`config.mk`:
```
export PLATFORM = sky130hd
export DESIGN_NAME = if_fetch_unit
export DESIGN_NICKNAME = d
export VERILOG_FILES = /design/src/rtl/if_fetch_unit.sv
export SDC_FILE = /design/constraint.sdc
export NUM_CORES = 1
export LEC_CHECK = 0
export ABC_AREA = 1
export CAP_MARGIN = 20
export CORE_MARGIN = 2
export CORE_UTILIZATION = 41
export DETAILED_ROUTE_END_ITERATION = 10
export PLACE_DENSITY = 0.71
export SYNTH_ARGS = -nofsm -noshare
export SYNTH_HDL_FRONTEND = slang
export SYNTH_SLANG_ARGS = --single-unit
```
`constraint.sdc`:
```
create_clock -name clk_i -period 1.9 [get_ports clk_i]
set_clock_uncertainty 0.05 [all_clocks]
set_input_delay 0.38 -clock clk_i [delete_from_list [all_inputs] [get_ports clk_i]]
set_output_delay 0.38 -clock clk_i [all_outputs]
set_load 0.01 [all_outputs]
```
`src/rtl/if_fetch_unit.sv`:
```
// ============================================================================
// if_fetch_unit
// ----------------------------------------------------------------------------
// Instruction-fetch stage that drives the IF/ID pipeline register (PC_o and
// Inst_o). It owns the fetch PC and keeps at most one request outstanding on
// a req/gnt/rvalid instruction-memory port. It honours a hazard stall and a
// branch flush. Whenever no fetched word is ready, it presents a NOP bubble
// (Inst_o = 0, fetch_wait_o = 1).
//
// Handshake (instruction memory):
//   imem_req_o is raised in REQ. imem_addr_o is held stable, and the request
//   is never withdrawn, until imem_gnt_i is seen high at a rising edge.
//   Exactly one response (imem_rvalid_i with imem_rdata_i) follows one or
//   more cycles later. It is accepted only in WAIT. A gnt seen outside REQ is
//   ignored, and an rvalid seen outside WAIT is ignored.
//
// Parameters:
//   RESET_PC        fetch address after reset (bits [1:0] forced to zero)
//
// Ports:
//   clk_i           clock, all state updates on the rising edge
//   rst_i           synchronous reset, active-high
//   stall_i         hazard stall: hold the presented instruction, no PC advance
//   flush_i         redirect to target_i; has priority over stall_i
//   target_i        redirect PC, sampled while flush_i = 1
//   imem_req_o      fetch request
//   imem_addr_o     fetch address, word aligned
//   imem_gnt_i      request accepted this cycle
//   imem_rvalid_i   read data valid
//   imem_rdata_i    instruction word
//   PC_o            PC of the presented slot (the fetch PC register)
//   Inst_o          presented instruction, 0 while fetch_wait_o = 1
//   fetch_wait_o    1 = no valid instruction this cycle
//   dbg_state_o     current FSM state (IDLE=0, REQ=1, WAIT=2, VALID=3)
//
// Optional feature (macro FETCH_PERF_EN):
//   perf_fetch_o    instructions consumed (VALID & !stall_i & !flush_i)
//   perf_wait_o     cycles spent in REQ or WAIT
//   Both counters reset to 0 and wrap at 2^32. Without the macro, these
//   ports and counters do not exist.
// ============================================================================
module if_fetch_unit #(
    parameter logic [31:0] RESET_PC = 32'h0000_0000
) (
    input  logic        clk_i,
    input  logic        rst_i,
    input  logic        stall_i,
    input  logic        flush_i,
    input  logic [31:0] target_i,
    output logic        imem_req_o,
    output logic [31:0] imem_addr_o,
    input  logic        imem_gnt_i,
    input  logic        imem_rvalid_i,
    input  logic [31:0] imem_rdata_i,
    output logic [31:0] PC_o,
    output logic [31:0] Inst_o,
    output logic        fetch_wait_o,
`ifdef FETCH_PERF_EN
    output logic [31:0] perf_fetch_o,
    output logic [31:0] perf_wait_o,
`endif
    output logic [1:0]  dbg_state_o
);

    localparam logic [31:0] RESET_PC_ALIGNED = RESET_PC & 32'hFFFF_FFFC;

    typedef enum logic [1:0] {
        ST_IDLE  = 2'd0,
        ST_REQ   = 2'd1,
        ST_WAIT  = 2'd2,
        ST_VALID = 2'd3
    } state_t;

    state_t      r_state;
    logic [31:0] r_pc;
    logic [31:0] r_tgt;    // redirect target, parked until the response returns
    logic        r_kill;   // 1 = the in-flight response must be discarded
    logic [31:0] r_inst;

    state_t      w_state_nxt;
    logic [31:0] w_pc_nxt;
    logic [31:0] w_tgt_nxt;
    logic        w_kill_nxt;
    logic [31:0] w_inst_nxt;
    logic [31:0] w_target_aligned;

    assign w_target_aligned = target_i & 32'hFFFF_FFFC;

    always_ff @(posedge clk_i) begin
        if (rst_i) begin
            r_state <= ST_IDLE;
            r_pc    <= RESET_PC_ALIGNED;
            r_tgt   <= 32'h0;
            r_kill  <= 1'b0;
            r_inst  <= 32'h0;
        end else begin
            r_state <= w_state_nxt;
            r_pc    <= w_pc_nxt;
            r_tgt   <= w_tgt_nxt;
            r_kill  <= w_kill_nxt;
            r_inst  <= w_inst_nxt;
        end
    end

    always_comb begin
        w_state_nxt = r_state;
        w_pc_nxt    = r_pc;
        w_tgt_nxt   = r_tgt;
        w_kill_nxt  = r_kill;
        w_inst_nxt  = r_inst;
        case (r_state)
            ST_IDLE: begin
                w_state_nxt = ST_REQ;
                if (flush_i) begin
                    w_pc_nxt   = w_target_aligned;
                    w_kill_nxt = 1'b0;
                end
            end
            ST_REQ: begin
                // The address must stay put until gnt, so a flush here only
                // marks the eventual response as dead and parks the target.
                if (flush_i) begin
                    w_tgt_nxt  = w_target_aligned;
                    w_kill_nxt = 1'b1;
                end
                if (imem_gnt_i) begin
                    w_state_nxt = ST_WAIT;
                end
            end
            ST_WAIT: begin
                if (imem_rvalid_i) begin
                    if (flush_i) begin
                        // A flush arriving with the data supersedes any parked target.
                        w_pc_nxt    = w_target_aligned;
                        w_kill_nxt  = 1'b0;
                        w_state_nxt = ST_REQ;
                    end else if (r_kill) begin
                        w_pc_nxt    = r_tgt;
                        w_kill_nxt  = 1'b0;
                        w_state_nxt = ST_REQ;
                    end else begin
                        w_inst_nxt  = imem_rdata_i;
                        w_state_nxt = ST_VALID;
                    end
                end else if (flush_i) begin
                    w_tgt_nxt  = w_target_aligned;
                    w_kill_nxt = 1'b1;
                end
            end
            ST_VALID: begin
                if (flush_i) begin
                    w_pc_nxt    = w_target_aligned;
                    w_kill_nxt  = 1'b0;
                    w_state_nxt = ST_REQ;
                end else if (!stall_i) begin
                    // Consumed by IF/ID at this edge; wraps modulo 2^32.
                    w_pc_nxt    = r_pc + 32'd4;
                    w_state_nxt = ST_REQ;
                end
            end
            default: begin
                w_state_nxt = ST_IDLE;
            end
        endcase
    end

    assign imem_req_o   = (r_state == ST_REQ);
    assign imem_addr_o  = r_pc;
    assign PC_o         = r_pc;
    assign Inst_o       = (r_state == ST_VALID) ? r_inst : 32'h0;
    assign fetch_wait_o = (r_state != ST_VALID);
    assign dbg_state_o  = r_state;

`ifdef FETCH_PERF_EN
    logic [31:0] r_perf_fetch;
    logic [31:0] r_perf_wait;

    always_ff @(posedge clk_i) begin
        if (rst_i) begin
            r_perf_fetch <= 32'h0;
            r_perf_wait  <= 32'h0;
        end else begin
            if ((r_state == ST_VALID) && !stall_i && !flush_i) begin
                r_perf_fetch <= r_perf_fetch + 32'd1;
            end
            if ((r_state == ST_REQ) || (r_state == ST_WAIT)) begin
                r_perf_wait <= r_perf_wait + 32'd1;
            end
        end
    end

    assign perf_fetch_o = r_perf_fetch;
    assign perf_wait_o  = r_perf_wait;
`endif

endmodule

```
### Yosys cells after proc, flatten, opt, wreduce, memory -nomap -nowiden

Index checks and enable logic that the tools add are counted.
W data, S select, Z words.

* register bits: 99
* input bits: 70
* output and inout port bits: 100
* word-level logic and storage cells: 49

* $add $sub $neg: 1
* equal/unequal tests: 11
* mux-type cells: 22
* bitwise gates (word level): 2
* reduce and logical (&&, ||, !) cells: 8

Operators by type and width (count)
* $mux W32: 9
* $pmux W32 S3: 1
* $pmux W32 S2: 1
* $add A32 B3 Y32 const B: 1
* $mux W2: 6
* $ne A2 B2 Y1 const B: 4
* $pmux W2 S4: 1
* $ne A3 B3 Y1 const B: 2
* $reduce_and A5 Y1: 1
* $eq A2 B2 Y1 const B: 2
* $ne A2 B1 Y1 const B: 2
* $reduce_and A4 Y1: 1
* $mux W1: 3
* $pmux W1 S3: 1
* $reduce_and A3 Y1: 1
* $reduce_bool A3 Y1: 1
* $eq A2 B1 Y1 const B: 1
* $logic_not A2 Y1: 1
* $not A1 Y1: 2
* $reduce_and A2 Y1: 1
* $reduce_bool A2 Y1: 1
* $reduce_or A2 Y1: 1

### Longest topological paths before layout

* word-level depth: 4
* gate-level depth with buffers: 12
* mapped depth without buffers: 11

### Worst setup path before layout

No wires, ideal clock.

* kind: register to register
* start: register r_state[0] (netlist: dbg_state_o[0])
* end: register r_tgt[26]
* arrival: 1614 ps
* setup slack: 100 ps
* stages on the path, launching flop included: 9
* path buffers: 2
* period minus slack after synthesis: 1800 ps
* cells stage by stage: dfxtp_1 > inv_1 > ha_1 > buf_4 > nand2_1 > nand2_2 > inv_2 > clkbuf_1 > a31oi_1

* cells in the longest elaborated chain, start to end: 3

Ends and longest elaborated chain
* start: declaration: RTL line 74 `state_t r_state;`
* start signal: assignment: RTL line 97 `r_state <= w_state_nxt;`
* $eq A2 B2 Y1 / $eq A2 B1 Y1 (equally long branches): RTL line 111 `case (r_state)`
* $ne A2 B2 Y1 (no source line) / $reduce_bool A2 Y1 (equally long branches)
* $reduce_and A2 Y1 (no source line)
* end signal: assignment: RTL line 99 `r_tgt <= w_tgt_nxt;`
* end: declaration: RTL line 76 `logic [31:0] r_tgt;`

Parallel ways exist; a longest one is shown, timed or not.
A chain may end at the register's enable or synchronous reset.

### Final worst setup path

* start: register r_state[1] (netlist: dbg_state_o[1])
* end: output fetch_wait_o

* cells in the longest elaborated chain, start to end: 1

Ends and longest elaborated chain
* $ne A2 B2 Y1: RTL line 171 `assign fetch_wait_o = (r_state != ST_VALID);`
* end: declaration: RTL line 57 `output logic fetch_wait_o,`

No other way between the ends.

==> out/metrics.cfg <==
[status]
status = finished clean

[synthesis]
synth_edf_count = 0
synth_cell_types = 35
yosysWarnings = 0
synthFlopType = dfxtp_1
synth_area_leader_cell = dfxtp_1
syn_inst = 873
synth_area_um2 = 5680
netlist_top_cells_area = dfxtp_1 (35%), nand2_1 (10%), o21ai_0 (7.8%), nor2_1 (7.7%), a21oi_1 (6.3%)
synth_nets = 949
ys_async_sr_fraction_pct = 0
synth.avg_cell_area_um2 = 6.51
ys_ff_latch = 99
synth.yosys.seq_area_share_pct = 34.9
yosys.area.top_type_share_pct = 34.9

[global_route]
antenna_found_initial = 0
grt_pass1_vias = 5724
grt-ovfl-total = 0
grt_usage_pct = 24.1
grt_pass1_wl_mm = 28.5
grt_max_degree = 66

[cells_and_area]
insertedDiodeCount = 0
layout_commonest_cell = nand2_1
area_delta_synth_final_pct = 46.2
layout-drive-gt1-share_pct = 17.2
final_cell_mix = nand2_1 (154), clkdlybuf4s50_1 (131), nor2_1 (115), dfxtp_1 (88), o21ai_0 (87)
finalNetCount = 1132

[detailed_routing]
drc = 0
viasPerCell = 5.09
drtPass1Iterations = 6
drtIter0Drc = 524
wl_per_cell_um = 14.4
finalWirelength_mm = 17.9
final_antenna_net_count = 0
num_vias = 6312

[cts]
cts_root_buf = clkbuf_16
clock_latency_ps = 350
cts_hold_buf = 0
clk_pin_slew_ps = 60
cts.sinks = 99
clk_path_buf_depth = 2
numCtsBuffers = 9
cts_tree = done
htree_levels = 3

[min_path]
hold_path_class = register to register

[timing]
min_period_over_period_pct = 97.0
max_freq_ghz = 0.543
layout_setup_ws_ps = 56.9
worstMarginPinSlew_ps = 381
setup-tns-final_ps = 0
slew_viol_final = 0
period_minus_slack_ps = 1840
rsz0062_at_grt = yes
finalSetupViolCount = 0
hold_violations = 0
slew_headroom_pct = 74.5

[floorplanning]
core_um2 = 13700
rows = 43
floorplan.die_area_um2 = 14800
die_w_um = 122
io_pins = 170
initial_core_util_pct = 41.4
die_y_um = 122

[place]
dpl.hpwl_mm = 12.4
portBuffers = 167
place.gp.congestion = 0.863
post-place-ws_ps = -265

[setup_path]
r2r_start = dbg_state_o[0]$_SDFFE_PP0P_
path_class = register to output port
reg2regPathDepth = 10
cp-startpoint = dbg_state_o[1]$_SDFFE_PP0P_
critPathArrivalTime_ps = 1410
rrSetupSlack_ps = 80
end_kind = output port
crit_end = fetch_wait_o
r2r_end = PC_o[19]$_SDFFE_PP0P_
critPathRequiredTime_ps = 1470
cp_max_fo = 5
start_kind = register

[power_and_ir_drop]
total_power_w = 0.00682
power.density_nw_per_um2 = 821
ir_drop_uv = 605
cellLeakagePower_nw = 3.71

[flow_run]
cap_violations = 0

==> timing repair <==
item / 4_1_cts / 5_1_grt
buffers inserted: 1 / 1
pin swaps: 0 / 1
resized for setup: 66 / 75
setup endpoints to repair: 37 / 91
gates cloned: 1 / 1
==> flip-flops by register name (all words and copies together) (netlist names) <==
signal       count
PC_o            32
r_tgt           32
r_kill           1
dbg_state_o      2
r_inst          32
==> power by group <==
| group | switching, W | leakage [nW] | internal, W |
|---|---|---|---|
| sequential | 0.000270 | 0.816 | 0.00236 |
| combinational | 0.00112 | 2.75 | 0.00116 |
| clock | 0.000846 | 0.142 | 0.00106 |
| total | 0.00223 | 3.71 | 0.00459 |
==> layer usage <==
layer / share of wire, % / GRT usage [%] / vias to the layer above
met5: 0 / 0 / -
met4: 1.7 / 7.54 / 0
met3: 7.9 / 6.32 / 25
met2: 48 / 40.6 / 225
met1: 43 / 30.2 / 2873
li1: - / - / 3189
==> per-stage QoR <==
stage	util [%]	instances	hold slack, ps	instance area, µm²
2_1_floorplan	-	873	378	5680
3_3_place_gp	57.1	1221	393	7830
3_5_place_dp	57.1	1221	399	7830
4_1_cts	59.8	1239	409	8200
5_1_grt	60.5	1241	418	8310
6_report	60.5	1241	406	8310
==> critical path, cell delays in order (launching register included) <==
cell and delay (ps):
dfxtp_2 350, ha_4 190, buf_4 170, inv_1 70, dlygate4sd2_1 280
==> final cells by class <==
class / count / area [µm²]
repair buffers: 250 / 2370
well taps: 180 / 225
inverters: 93 / 359
flip-flops and latches: 99 / 2000
clock buffers: 11 / 243
clock inverters: 5 / 62.6
multi-input cells: 602 / 3040
fillers: 1264 / 5410
repair inverters: 1 / 6.26
==> logic make-up (layout without fill, tap and decap cells) <==
kind of cell | count (synthesis) | after routing | share of synthesized area [%]
xor gates and xnor gates | 3 | 3 | 0.463
adders and majority gates | 6 | 6 | 1.32
and+or+nand+nor | 358 | 358 | 26.8
DFF | 99 | 99 | 34.9
AOI/OAI and AO/OA | 235 | 235 | 22.3
buffers and inverters | 172 | 360 | 14.3
==> worst min path at each step <==
stage                                      start                endpoint  slack, ps  depth (start not counted)
after floorplan           r_tgt[10]$_SDFFE_PP0P_  r_tgt[10]$_SDFFE_PP0P_        380                          2
after global placement     r_tgt[8]$_SDFFE_PP0P_   r_tgt[8]$_SDFFE_PP0P_        390                          2
after detailed placement   r_tgt[7]$_SDFFE_PP0P_   r_tgt[7]$_SDFFE_PP0P_        400                          2
after CTS                  r_tgt[7]$_SDFFE_PP0P_   r_tgt[7]$_SDFFE_PP0P_        410                          2
after global routing      r_tgt[10]$_SDFFE_PP0P_  r_tgt[10]$_SDFFE_PP0P_        420                          2
final                      r_tgt[1]$_SDFFE_PP0P_   r_tgt[1]$_SDFFE_PP0P_        410                          2
==> synth_stat cells, types with 3 or more instances <==
| library cell | instances |
|---|---|
| nand2_1 | 154 |
| nor2_1 | 117 |
| dfxtp_1 | 99 |
| o21ai_0 | 88 |
| inv_1 | 84 |
| a21oi_1 | 72 |
| buf_4 | 40 |
| nand3_1 | 34 |
| clkbuf_1 | 31 |
| o21ai_1 | 29 |
| nor3_1 | 23 |
| a31oi_1 | 20 |
| a21boi_0 | 16 |
| nand4_1 | 10 |
| buf_2 | 8 |
| inv_2 | 7 |
| ha_1 | 6 |
| nor2_2 | 5 |
| a211oi_1 | 3 |
| nand2_2 | 3 |
| nor2_4 | 3 |
| o211ai_1 | 3 |
(Power assumes the default switching activity.)
